===== src/rtl/serial_pkg.sv =====
// serial_pkg
// Shared definitions for the bit-serial transmit path and its matching
// receivers. A receiver built against these defaults sees the same word
// width and bit period as the transmitter.
//   tx_state_t    : transmitter FSM states
//   DEFAULT_WIDTH : bits per word
//   DEFAULT_DIV   : clock cycles per bit period
//   cnt_width()   : counter width for a 0..n-1 counter, never below 1 bit
package serial_pkg;

  typedef enum logic [0:0] {
    S_IDLE  = 1'b0,
    S_SHIFT = 1'b1
  } tx_state_t;

  localparam int DEFAULT_WIDTH = 8;
  localparam int DEFAULT_DIV   = 4;

  // A counter that must reach n-1 needs $clog2(n) bits. n==1 would give
  // zero bits, so it is clamped to a single bit.
  function automatic int cnt_width(input int n);
    return (n > 1) ? $clog2(n) : 1;
  endfunction

endpackage


===== src/rtl/serial_bit_tx_tick.sv =====
// bit_tick_gen
// Bit-period divider for the serial transmitter. While run is high the
// counter steps through 0..DIV-1 and wraps. tick flags the final count of
// each period. Dropping run clears the counter, so every word starts from
// a fresh period.
//   clk   : rising-edge clock
//   reset : synchronous, active-high reset
//   run   : count enable; the counter is held at zero while low
//   tick  : high while the count equals DIV-1
module bit_tick_gen
  import serial_pkg::*;
#(
  parameter int DIV = DEFAULT_DIV
) (
  input  logic clk,
  input  logic reset,
  input  logic run,
  output logic tick
);

  localparam int            CW   = cnt_width(DIV);
  localparam logic [CW-1:0] LAST = CW'(DIV - 1);

  logic [CW-1:0] cnt_q;
  logic [CW-1:0] cnt_d;

  assign tick = (cnt_q == LAST);

  // The next count wraps on the terminal value and returns to zero
  // whenever the transmitter is not actively timing a bit.
  always_comb begin
    cnt_d = '0;
    if (run && !tick) begin
      cnt_d = cnt_q + 1'b1;
    end
  end

  // Period counter register.
  always_ff @(posedge clk) begin
    if (reset) begin
      cnt_q <= '0;
    end else begin
      cnt_q <= cnt_d;
    end
  end

endmodule


===== src/rtl/serial_bit_tx.sv =====
// serial_bit_tx
// Parallel-to-serial transmitter. It takes one WIDTH-bit word per
// valid/ready handshake and plays it out on dout, one bit every DIV
// cycles. en pulses in the last cycle of each bit period, so a
// downstream enabled flop captures data that has been stable for the
// whole period. done accompanies the final strobe.
//   clk      : rising-edge clock
//   reset    : synchronous, active-high reset
//   in_valid : producer offers in_data
//   in_data  : word to send, captured only on the handshake
//   in_ready : idle and able to accept a word (low while reset is high)
//   dout     : current serial bit (registered)
//   en       : bit strobe, one cycle at the end of each bit (registered)
//   busy     : word in flight
//   done     : one-cycle pulse alongside the last strobe (registered)
module serial_bit_tx
  import serial_pkg::*;
#(
  parameter int WIDTH     = DEFAULT_WIDTH,
  parameter int DIV       = DEFAULT_DIV,
  parameter bit MSB_FIRST = 1'b1
) (
  input  logic             clk,
  input  logic             reset,
  input  logic             in_valid,
  input  logic [WIDTH-1:0] in_data,
  output logic             in_ready,
  output logic             dout,
  output logic             en,
  output logic             busy,
  output logic             done
);

  localparam int            BW       = cnt_width(WIDTH);
  localparam logic [BW-1:0] BIT_LAST = BW'(WIDTH - 1);

  tx_state_t        state_q, state_d;
  logic [WIDTH-1:0] shift_q, shift_d;
  logic [BW-1:0]    bit_cnt_q, bit_cnt_d;
  logic             dout_q, dout_d;
  logic             en_q, en_d;
  logic             done_q, done_d;

  logic             handshake;
  logic             run;
  logic             tick;
  logic [BW-1:0]    bit_base;
  logic [WIDTH-1:0] shift_next;

  function automatic logic head_of(input logic [WIDTH-1:0] v);
    return MSB_FIRST ? v[WIDTH-1] : v[0];
  endfunction

  // The strobe and done are registered, so they are decided one cycle
  // ahead from the divider tick. The divider therefore runs from the
  // handshake cycle through the cycle that decides the last strobe. It
  // stops in the done cycle so the next word starts with a cleared count.
  assign handshake = (state_q == S_IDLE) && in_valid && in_ready;
  assign run       = handshake || ((state_q == S_SHIFT) && !done_q);
  assign bit_base  = handshake ? '0 : bit_cnt_q;
  assign shift_next = MSB_FIRST ? (shift_q << 1) : (shift_q >> 1);

  assign in_ready = (state_q == S_IDLE) && !reset;
  assign busy     = (state_q == S_SHIFT);
  assign dout     = dout_q;
  assign en       = en_q;
  assign done     = done_q;

  bit_tick_gen #(
    .DIV (DIV)
  ) u_tick (
    .clk   (clk),
    .reset (reset),
    .run   (run),
    .tick  (tick)
  );

  // Next-state logic. dout always shows the head of the shift register
  // during a transfer. The register advances on the edge that ends a
  // strobe cycle, which moves the next bit onto dout for the following
  // period. bit_cnt counts strobes that have been scheduled, so the last
  // one can be flagged as done.
  always_comb begin
    state_d   = state_q;
    shift_d   = shift_q;
    bit_cnt_d = bit_base;
    dout_d    = dout_q;
    en_d      = 1'b0;
    done_d    = 1'b0;

    case (state_q)
      S_IDLE: begin
        dout_d = 1'b0;
        if (handshake) begin
          shift_d = in_data;
          dout_d  = head_of(in_data);
          state_d = S_SHIFT;
        end
      end
      S_SHIFT: begin
        if (done_q) begin
          state_d = S_IDLE;
          dout_d  = 1'b0;
        end else if (en_q) begin
          shift_d = shift_next;
          dout_d  = head_of(shift_next);
        end
      end
      default: begin
        state_d = S_IDLE;
        dout_d  = 1'b0;
      end
    endcase

    if (run && tick) begin
      en_d = 1'b1;
      if (bit_base == BIT_LAST) begin
        done_d    = 1'b1;
        bit_cnt_d = '0;
      end else begin
        bit_cnt_d = bit_base + 1'b1;
      end
    end
  end

  // State and output registers. Reset abandons any word in flight.
  always_ff @(posedge clk) begin
    if (reset) begin
      state_q   <= S_IDLE;
      shift_q   <= '0;
      bit_cnt_q <= '0;
      dout_q    <= 1'b0;
      en_q      <= 1'b0;
      done_q    <= 1'b0;
    end else begin
      state_q   <= state_d;
      shift_q   <= shift_d;
      bit_cnt_q <= bit_cnt_d;
      dout_q    <= dout_d;
      en_q      <= en_d;
      done_q    <= done_d;
    end
  end

endmodule


===== config.mk =====
export PLATFORM = sky130hd
export DESIGN_NAME = serial_bit_tx
export DESIGN_NICKNAME = d
export VERILOG_FILES = /design/src/rtl/serial_pkg.sv /design/src/rtl/serial_bit_tx_tick.sv /design/src/rtl/serial_bit_tx.sv
export SDC_FILE = /design/constraint.sdc
export NUM_CORES = 1
export LEC_CHECK = 0
export ABC_AREA = 1
export CORE_MARGIN = 2
export CORE_UTILIZATION = 50
export DETAILED_ROUTE_END_ITERATION = 12
export HOLD_SLACK_MARGIN = 0.03
export PLACE_DENSITY = 0.77
export SYNTH_ARGS = -nofsm -noshare
export SYNTH_HDL_FRONTEND = slang
export SYNTH_HIERARCHICAL = 1
export SYNTH_SLANG_ARGS = --single-unit

===== constraint.sdc =====
create_clock -name clk -period 2 [get_ports clk]
set_input_delay 0.2 -clock clk [delete_from_list [all_inputs] [get_ports clk]]
set_output_delay 0.2 -clock clk [all_outputs]
set_load 0.03 [all_outputs]

; Word-level counts from Yosys, hierarchy flattened
; Cells that the tools add are included.
[op_classes]
add_sub_neg = 2
n_eq_ne = 6
n_mux = 16
bitwise_logic = 3
reduce_logical = 13
[op_table]
columns = cell, count
row1 = 7-bit 2-to-1 mux, 3
row2 = 7-bit case mux with 2 select lines, 1
row3 = 3-bit 2-to-1 mux, 3
row4 = 1-bit 2-to-1 mux, 7
row5 = 1-bit logical AND, 6
row6 = "2-bit inequality test, second input constant", 2
row7 = 1-bit case mux with 2 select lines, 2
row8 = 2-bit OR reduction, 2
row9 = "3-bit by 1-bit adder with 3-bit output, second input constant", 1
row10 = "3-bit equality test, second input constant", 1
row11 = 1-bit logical NOT, 3
row12 = "3-bit by 1-bit inequality test with 1-bit output, second input constant", 1
row13 = 1-bit inverter, 3
row14 = 3-bit AND reduction, 1
row15 = "2-bit by 1-bit adder with 2-bit output, second input constant", 1
row16 = "2-bit equality test, second input constant", 1
row17 = "2-bit by 1-bit inequality test with 1-bit output, second input constant", 1
row18 = 1-bit logical OR, 1
[word_totals]
reg_bits = 16
input_bits = 11
output_inout_bits = 5
word_cells = 47

; Longest topological paths before layout
[logic_depth]
depth_word = 7
mapped_depth = 9
depth_no_buf = 8

; Hierarchy
; The synthesis kept the hierarchy.
[modules_own_cells]
columns = mod, instances, cells_per_inst, area_per_inst_um2, seq_area_each_um2
row1 = serial_bit_tx, 1, 120, 789.5, 280.3
row2 = bit_tick_gen, 1, 9, 81.3, 40.0

; Worst setup path after synthesis
; No wires, ideal clock.
[synth_path]
kind = flip-flop to flip-flop
startpoint = reg state_q (netlist: busy)
endpoint = reg bit_cnt_q[2]
setup_time_ns = 0.115
arrival_time_ns = 1.720
required_time_ns = 1.885
setup_slack_ns = 0.165
stages_incl_launch_ff = 10
n_path_buf = 1
synth_period_minus_slack_ns = 1.835
cell_sequence = dfxtp_1 buf_6 nor2_4 a21boi_0 ha_1 ha_1 inv_1 nand3_1 nand2_1 nor2_1
[synth_between]
elab_chain_len = 7
word_cells_on_any_way = 12
classes_between = 1 x add/sub / 1 x eq/ne / 3 x mux / 1 x bitwise / 6 x reduce/logical
[synth_lines]
columns = element, line
row1 = "start, declared", serial_bit_tx.sv:37  ; tx_state_t state_q, state_d;
row2 = "start signal, assigned", serial_bit_tx.sv:136  ; state_q <= state_d;
row3 = 1-bit inverter *, --
row4 = 1-bit logical AND *, serial_bit_tx.sv:63  ; assign in_ready = (state_q == S_IDLE) && !reset;
row5 = via in_ready, serial_bit_tx.sv:27  ; output logic in_ready,
row6 = 1-bit logical AND *, serial_bit_tx.sv:58  ; assign handshake = (state_q == S_IDLE) && in_valid && in_ready;
row7 = 3-bit 2-to-1 mux, serial_bit_tx.sv:60  ; assign bit_base = handshake ? '0 : bit_cnt_q;
row8 = 3-bit by 1-bit adder with 3-bit output / 3-bit equality test (equally long branches), "serial_bit_tx.sv:121, serial_bit_tx.sv:117"
row9 = 3-bit 2-to-1 mux, serial_bit_tx.sv:117  ; if (bit_base == BIT_LAST) begin
row10 = 3-bit 2-to-1 mux *, serial_bit_tx.sv:115  ; if (run && tick) begin
row11 = "end signal, assigned", serial_bit_tx.sv:138  ; bit_cnt_q <= bit_cnt_d;
row12 = "end, declared", serial_bit_tx.sv:39  ; logic [BW-1:0] bit_cnt_q, bit_cnt_d;
; The timed path passes the listed nets; every way through them passes the cells marked *.
; A chain may end at the register's enable or synchronous reset.

; Worst setup path in the final report
[layout_path]
startpoint = in reset
endpoint = out in_ready
[layout_between]
elab_chain_len = 2
[layout_lines]
columns = element, line
row1 = "start, declared", serial_bit_tx.sv:24  ; input logic reset,
row2 = 1-bit logical NOT, serial_bit_tx.sv:63
row3 = 1-bit logical AND, serial_bit_tx.sv:63
row4 = "end, declared", serial_bit_tx.sv:27
; No other way between the ends.

==> impl_results.md <==
- Post-route clock period utilization: 0.8999
- Synth warnings: 6
- Proportion of synthesized area in mux cells: 0
- Routed WL: 1566 um
- Critical path endpoint category: output port
- Flip-flop and latch count after synthesis: 16
- Worst-case setup slack after placement: 89.65 ps
- Net count of the finished layout: 160
- Via count normalized by instance count: 4.857
- Detailed-routing iteration count for the pre-antenna-repair pass: 4
- Number of antenna violations at the first check in global routing: 0
- Post-synthesis compound-gate area fraction: 0.08333
- Critical Path Start Type: primary input
- CTS max path bufs: 2
- Post-synth EDFFs: 0
- Fraction of layout cells with a size suffix above 1: 0.07639
- Number of max-slew violations in the final report: 0
- Register cell area after layout: 320.3 um^2
- Total half-perimeter wirelength after legalization and detailed placement: 1168 um
- Async S/R FF share, synth: 0
- Total via count in the routed design: 782
- Syn Nets: 143
- Count of boundary I/O pins: 16
- CTS tree: built
- Insertion delay to the later sink of the worst-skew pair: 270 ps
- Worst min-delay path endpoint: u_tick/cnt_q[0]
- Overall overflow remaining after global route: 0
- Width of the die: 45.74 um
- Final routed wire length divided by cell count: 9.727 um
- Placer congestion estimate: 0.7534
- Normalized max-slew margin: 0.7074
- Syn-to-layout area delta: 18.97%
- Max-cap violations: 0
- TritonCTS buffer count: 3
- Maximum clock frequency: 555.6 MHz
- Core Region: 0.001689 mm^2
- Routed Antenna Nets: 0
- Area used by multi-input combinational logic: 412.9 um^2
- All-layer global routing usage: 0.1699
- Leak pwr: 0.5214 nW
- Utilization after layout: 0.6133
- Total setup buffers inserted after CTS: 0
- HP Start: u_tick/cnt_q[0]
- Count of cell types in the netlist: 19
- Classification of the worst setup path: in2out
- Avg Inst Size Synth: 6.751 um^2
- Register-to-Register Path Depth: 8
- Shortest clock period the worst path allows after layout: 1800 ps
- RSZ-0062 raised after global routing: false
- Maximum vdd ir drop: 0.3639 mV
- Main area contributors after synthesis: sky130_fd_sc_hd__dfxtp_1 37%, sky130_fd_sc_hd__nor2_1 11%, sky130_fd_sc_hd__inv_1 10%, sky130_fd_sc_hd__nand2_1 9.1%, sky130_fd_sc_hd__a21oi_1 6.9%
- Min-delay worst type: reg2reg
- Fill cell count: 177
- Primary FF master, synth: sky130_fd_sc_hd__dfxtp_1
- Hold path cells: 1
- Max H-tree Level: 1
- Wire length of the first global-routing pass: 2642 um
- Area of the mapped netlist: 870.8 um^2
- CTS clock-pin slew for the worst setup and hold paths: 90 ps
- Worst reg2reg path endpoint: bit_cnt_q[2]
- Number of diodes: 0
- Via count of the first global-routing pass: 678
- Flop-to-flop setup slack: 440 ps
- Required time of the critical path: 1800 ps
- Final worst setup slack: 200.2 ps
- Std cell rows: 15
- Final Total Pwr: 647.5 uW
- Fraction of post-synthesis cell area in the top cell type by area: 0.3678
- Setup TNS: 0 ps
- Critical Path AT: 1600 ps
- DR DRC count: 0
- Proportion of synthesized chip area in sequential cells: 0.3678
- Cell at the root of the clock tree: sky130_fd_sc_hd__clkbuf_4
- Power density over the cells: 625.0 mW/mm^2
- Fraction of synthesized cell area in xor and xnor cells: 0
- Most common cell in the synthesized netlist: sky130_fd_sc_hd__nor2_1
- Status: finished clean
- Count of port buffers added during placement: 15
- Final count of negative-setup-slack endpoints: 0
- Share of synthesized cell area in full adder, half adder and majority cells: 0.04310
- Crit path max fanout: 7
- Simple-gate share of the synthesized area: 0.3477
- Pin count of the biggest net entering global routing: 22
- Number of hold violations in the final report: 0
- Initial detailed-routing violation count: 15
- CTS Hold Bufs: 0
- Cell types with the highest counts after synthesis: 26 x sky130_fd_sc_hd__nor2_1, 24 x sky130_fd_sc_hd__inv_1, 21 x sky130_fd_sc_hd__nand2_1, 16 x sky130_fd_sc_hd__dfxtp_1, 12 x sky130_fd_sc_hd__a21oi_1
- Reg-to-reg critical path startpoint: busy
- Post-synthesis cell count: 129
- Vertical die dimension: 45.74 um
- Dominant combinational cell family by area after synthesis: simple AND/OR/NAND/NOR gates
- Transition time at the pin with the least slew margin: 437.9 ps
- Cell accounting for the most synthesized area: sky130_fd_sc_hd__dfxtp_1
- Starting density of the core: 0.5156
- Number of gates resized after cts: 0
- Layout Skew: 0.8607 ps
- Area of the die: 0.002092 mm^2
- Number of clock sinks seen by CTS: 16
==> worst max path at each step <==
stage          start            to  slack (ps)  depth (start not counted)
6_report       reset      in_ready         200                          3
5_1_grt         busy          busy         140                          2
4_1_cts         busy          busy         200                          2
3_5_place_dp   reset  bit_cnt_q[2]          90                          9
3_3_place_gp   reset  bit_cnt_q[2]         200                          9
2_1_floorplan   busy  bit_cnt_q[2]         170                          9
==> state kept, by name, indices dropped and copies added (netlist names) <==
register      count
dout              1
done              1
en                1
shift_q           7
bit_cnt_q         3
u_tick/cnt_q      2
busy              1
==> metrics by stage <==
stage / hold slack, ps / std cells / area (um^2)
after floorplan: 268.7 / 129 / 870.8
after CTS: 424.3 / 161 / 1036
after global routing: 441.0 / 161 / 1036
final: 418.3 / 161 / 1036
after detailed placement: 411.4 / 158 / 1013
after global placement: 404.2 / 158 / 1013
==> critical path: stages <==
cell                              delay, ps
sky130_fd_sc_hd__clkdlybuf4s50_1        470
sky130_fd_sc_hd__nor2_4                 220
sky130_fd_sc_hd__clkdlybuf4s50_1        710
==> routing by layer <==
layer | vias to the layer above | track usage | wire (um)
li1 | 426 | - | -
met1 | 346 | 0.2113 | 702
met2 | 10 | 0.3014 | 814
met3 | 0 | 0.03571 | 48
met4 | 0 | 0.03429 | 0
met5 | - | 0 | 0
==> layout by cell type (no fill, tap or decap), drive strengths merged <==
master and instances:
nor2 27, ha 3, nand3 12, a21boi 1, clkinv 1, nand4 1, nor3 2, nand2 24
dfxtp 16, inv 24, buf 2, clkdlybuf4s50 15, clkbuf 3, a21oi 12, o21ai 1
==> cell families (layout without fill, tap and decap cells) <==
group           Yosys count  after routing
buf+inv                  30             45
compound gates           14             14
simple gates             66             66
fa+ha+maj                 3              3
flops                    16             16
==> layout make-up <==
type	instances	area share
Timing Repair Buffer	17	0.1594
Sequential cell	16	0.3092
Multi-Input combinational cell	83	0.3986
Inverter	25	0.09058
Tap cell	17	0.02053
Clock buffer	3	0.02174
==> power by group <==
part	internal, mW	switching, mW
registers	0.338	0.0104
logic	0.0586	0.0788
clock network	0.0697	0.0918
total	0.467	0.181
No activity file was read; power rests on OpenSTA's default activity.
==> variant 1: new RTL, config.mk and constraints unchanged <==
The package constant `DEFAULT_WIDTH` goes from 8 to 6.
--- a/src/rtl/serial_pkg.sv
+++ b/src/rtl/serial_pkg.sv
@@ -14,5 +14,5 @@
   } tx_state_t;
 
-  localparam int DEFAULT_WIDTH = 8;
+  localparam int DEFAULT_WIDTH = 6;
   localparam int DEFAULT_DIV   = 4;
 
Interface: changed (resized in_data); port bits go from 16 to 14. No check against the original RTL was run, so the function may have changed too.
==> variant 1 against the original RTL <==
  * Synthesized cell count shrank 24%
  * Sequential cell count decreased by 2
  * Cell area decreased by 19%
  * Power is 13% lower
  * Clock skew about the same
  * Wire length is 17% lower
  * Combinational power down 25%
  * Worst setup slack better by 0.051 ns
  * Largest power group unchanged
  * Synthesized area fell by 22%
  * First-iteration DRC count shrank 60%
  * Via count shrank 20%
  * Non-clock buffer count fell by 3
==> variant 1: results (changes against the original RTL) <==
Parameter                              Value

Place
  Post-place instance area ... 815.8 µm² (was 1013 µm²)
  Number of buffer cells added on primary ports ... 13 (was 15)
  Routability congestion estimate from global placement ... 0.7805 (was 0.7534)
  Place WS ... 0.2781 ns (was 0.08965 ns)
  HPWL after DPL ... 1.008 mm (was 1.168 mm)

GRT
  Pin count of the biggest net entering global routing ... 12 (was 22)
  First-pass GRT wire length ... 2.070 mm (was 2.642 mm)
  Total routing resource utilization after global routing ... 0.1919 (was 0.1699)

Synth
  Synthesized-area fraction occupied by ao, oa, aoi and oai cells ... 0.05505 (was 0.08333)
  Sequential share of the synthesized area ... 0.4110 (was 0.3678)
  Net count after synthesis ... 108 (was 143)
  Main area contributors after synthesis ... sky130_fd_sc_hd__dfxtp_1, sky130_fd_sc_hd__nand2_1, sky130_fd_sc_hd__nor2_1 (was sky130_fd_sc_hd__dfxtp_1, sky130_fd_sc_hd__nor2_1, sky130_fd_sc_hd__inv_1)
  Fraction of the mapped netlist area in adder cells ... 0.01835 (was 0.04310)
  Count of unique library cells instantiated by Yosys ... 17 (was 19)
  Cell types with the highest counts after synthesis ... sky130_fd_sc_hd__nand2_1, sky130_fd_sc_hd__nor2_1, sky130_fd_sc_hd__dfxtp_1 (was sky130_fd_sc_hd__nor2_1, sky130_fd_sc_hd__inv_1, sky130_fd_sc_hd__nand2_1)

Finish
  Final standard cell area without fillers ... 838.3 µm² (was 1036 µm²)
  Share of cells above drive strength 1 ... 0.07080 (was 0.07639)
  Share of cell area taken by multi-input logic gates ... 0.3940 (was 0.3986)
  Fraction of cell area in non-clock buffers ... 0.1642 (was 0.1594)
  Number of buffers outside the clock class in the layout ... 14 (was 17)
  Total number of multi-input combinational cells ... 69 (was 83)
  Sequential cell area in the final layout ... 280.3 µm² (was 320.3 µm²)
  Fill cell count ... 137 (was 177)
  Relative area of clock buffers and inverters in the final design ... 0.02687 (was 0.02174)

Die
  Horiz. Die Dim ... 40.93 µm (was 45.74 µm)

Drt
  Via count ... 629 (was 782)
  Total routed wirelength ... 1.305 mm (was 1.566 mm)
  M1 wire length ... 601 µm (was 702 µm)
  Routed WL per cell ... 10.20 µm (was 9.727 µm)

Run status
  Status ... complete, no violations (unchanged)

Timing
  Max Clock Skew ... 0.0006188 ns (was 0.0008607 ns)
  Worst Tran Pin Value ... 0.3471 ns (was 0.4379 ns)

Power and ir drop
  Switching Fraction ... 0.2747 (was 0.2795)
  Worst IR drop on VDD ... 0.3273 mV (was 0.3639 mV)
  Leak ... 0.3958 nW (was 0.5214 nW)

Clocking
  Sink Count ... 14 (was 16)
==> variant 1: routing by layer <==
layer | vias to the layer above | track usage
li1 | 332 | -
met1 | 278 | 0.2384
met2 | 17 | 0.3125
met3 | 2 | 0.03261
met4 | 0 | 0.1000
met5 | - | 0
==> variant 1: power by group through the flow <==
stage | clock (mW) | sequential, mW | combinational, mW
2_1_floorplan | 0 | 0.312 | 0.0690
3_3_place_gp | 0 | 0.311 | 0.100
3_5_place_dp | 0 | 0.312 | 0.103
4_1_cts | 0.166 | 0.305 | 0.103
5_1_grt | 0.172 | 0.307 | 0.115
6_report | 0.158 | 0.305 | 0.103
==> variant 1: final timing paths <==
| kind | start | endpoint | slack [ns] | cells after the start |
|---|---|---|---|---|
| setup / recovery | busy | busy | 0.25 | 1 |
| hold / removal | u_tick/cnt_q[0] | u_tick/cnt_q[0] | 0.42 | 1 |
| setup reg to reg | busy | bit_cnt_q[2] | 0.64 | 5 |
| hold reg to reg | u_tick/cnt_q[0] | u_tick/cnt_q[0] | 0.42 | 1 |
==> variant 2: new RTL, config.mk and constraints unchanged <==
Without the edit above. Take the reset off `shift_q` and load it in a clocked block of its own.
--- a/src/rtl/serial_bit_tx.sv
+++ b/src/rtl/serial_bit_tx.sv
@@ -128,5 +128,4 @@
     if (reset) begin
       state_q   <= S_IDLE;
-      shift_q   <= '0;
       bit_cnt_q <= '0;
       dout_q    <= 1'b0;
@@ -135,5 +134,4 @@
     end else begin
       state_q   <= state_d;
-      shift_q   <= shift_d;
       bit_cnt_q <= bit_cnt_d;
       dout_q    <= dout_d;
@@ -143,4 +141,8 @@
   end
 
+  always_ff @(posedge clk) begin
+    shift_q <= shift_d;
+  end
+
 endmodule
 
Function: no difference found for any inputs over 10 cycles, from zero or initial values and one cycle with reset high; that may be too few to reach the edited logic, so the function may still have changed.
==> variant 2 against the original RTL <==
  * Synthesized cell count fell by 32%
  * Power fell by 0.12%
  * Cell area fell by 7.7%
  * Register-to-register slack improved by 0.04 ns
  * Worst hold slack improved by 0.0016 ns
  * Sequential cell count did not move
  * Non-clock buffer count did not move
  * Worst setup slack improved by 0.043 ns
  * Wire length fell by 20%
  * Combinational power fell by 27%
  * Sequential power rose by 6.0%
  * Synthesized area fell by 13%
  * Cell count fell by 23%
  * Critical endpoint unchanged
  * Highest routed layer is now met4
==> variant 2: results (changes against the original RTL) <==
Parameter                              Value

Run status
  Status ... complete, no violations (unchanged)

Synth
  EDFF count, synth ... 7 (was 0)
  Net count after synthesis ... 102 (was 143)
  Main area contributors after synthesis ... sky130_fd_sc_hd__edfxtp_1, sky130_fd_sc_hd__dfxtp_1, sky130_fd_sc_hd__nand2_1 (was sky130_fd_sc_hd__dfxtp_1, sky130_fd_sc_hd__nor2_1, sky130_fd_sc_hd__inv_1)
  Cell types with the highest counts after synthesis ... sky130_fd_sc_hd__nand2_1, sky130_fd_sc_hd__inv_1, sky130_fd_sc_hd__dfxtp_1, sky130_fd_sc_hd__nor2_1, sky130_fd_sc_hd__edfxtp_1 (was sky130_fd_sc_hd__nor2_1, sky130_fd_sc_hd__inv_1, sky130_fd_sc_hd__nand2_1)
  Sequential share of the synthesized area ... 0.5166 (was 0.3678)
  Count of unique library cells instantiated by Yosys ... 21 (was 19)

Drt
  Detailed Route Iter0 Violations ... 11 (was 15)
  Routed WL per cell ... 10.08 µm (was 9.727 µm)
  Via count ... 591 (was 782)

GRT
  First-pass GRT wire length ... 2.235 mm (was 2.642 mm)
  Number of global-route vias before repair ... 549 (was 678)
  Pin count of the biggest net entering global routing ... 10 (was 22)
  Total routing resource utilization after global routing ... 0.1692 (was 0.1699)

Power and ir drop
  Leak ... 0.4147 nW (was 0.5214 nW)
  Worst IR drop on VDD ... 0.4040 mV (was 0.3639 mV)

Clocking
  Clock latency of the later-clocked register in the worst-skew pair ... 0.29 ns (was 0.27 ns)
  Clock tree root driver cell ... sky130_fd_sc_hd__clkbuf_4 (unchanged)

Worst hold path
  Launch point of the worst hold path ... u_tick/cnt_q[0] (unchanged)

Place
  Place WS ... 0.2084 ns (was 0.08965 ns)
  HPWL after DPL ... 956.6 µm (was 1.168 mm)
  Routability congestion estimate from global placement ... 0.8771 (was 0.7534)

Finish
  Ant diodes ... 0 (unchanged)
  Fill cell count ... 127 (was 177)
  Final layout net count ... 123 (was 160)
  Share of cells above drive strength 1 ... 0.1389 (was 0.07639)

Worst setup path
  R2r setup slk ... 0.48 ns (was 0.44 ns)
  WP data arrival ... 1.56 ns (was 1.60 ns)
  Critical Path Max Stage Delay ... 0.69 ns (was 0.71 ns)
  Maximum net fanout on the critical path ... 6 (was 7)

Timing
  Highest achievable clock rate ... 569.2 MHz (was 555.6 MHz)
  Worst Tran Pin Value ... 0.3624 ns (was 0.4379 ns)
  Max Clock Skew ... 0.003156 ns (was 0.0008607 ns)
==> variant 2: layer usage <==
layer	global-route usage	routed length, µm	share of wire
met1	0.2147	600	0.48
met2	0.2455	560	0.45
met3	0.03830	45	0.036
met4	0.1313	44	0.035
met5	0	0	0
==> variant 2: cells by family after synthesis <==
logic type	synth area share
buffers and inverters	0.08940
adders and majority gates	0.04967
and+or+nand+nor	0.2831
AOI/OAI and AO/OA	0.06125
DFF	0.5166
==> variant 2: stage by stage <==
stage	cells	total power [mW]	hold WS, ns
finish	124	0.6467	0.4199
global route	124	0.6820	0.4445
CTS	124	0.6559	0.4220
detailed placement	120	0.4783	0.4085
global placement	120	0.4766	0.4040
floorplan	88	0.4358	0.2688
==> variant 2: worst max path at each step <==
stage / endpoint / depth (start not counted) / start
floorplan: bit_cnt_q[2] / 8 / busy
global placement: bit_cnt_q[2] / 9 / reset
detailed placement: bit_cnt_q[2] / 9 / reset
CTS: in_ready / 2 / busy
global route: in_ready / 2 / busy
finish: in_ready / 2 / busy
==> variant 2: final cells by class <==
cell class | count | area (µm²) | share of cell area
Clock buffer | 4 | 26.28 | 0.02749
Inverter | 15 | 56.30 | 0.05890
Tap cell | 16 | 20.02 | 0.02094
Sequential cell | 16 | 390.4 | 0.4084
Timing Repair Buffer | 17 | 165.2 | 0.1728
Multi-Input combinational cell | 56 | 297.8 | 0.3115
==> variant 2: power by group <==
| group | internal (mW) | switching (mW) |
|---|---|---|
| sequential | 0.363 | 0.00723 |
| combinational | 0.0443 | 0.0556 |
| clock | 0.0777 | 0.0987 |
==> variant 2: critical path, delay by kind of cell (launching register included) <==
kind	cells	cell delay, ns
buffers and inverters	1	0.69
DFF	1	0.38
and+or+nand+nor	1	0.19
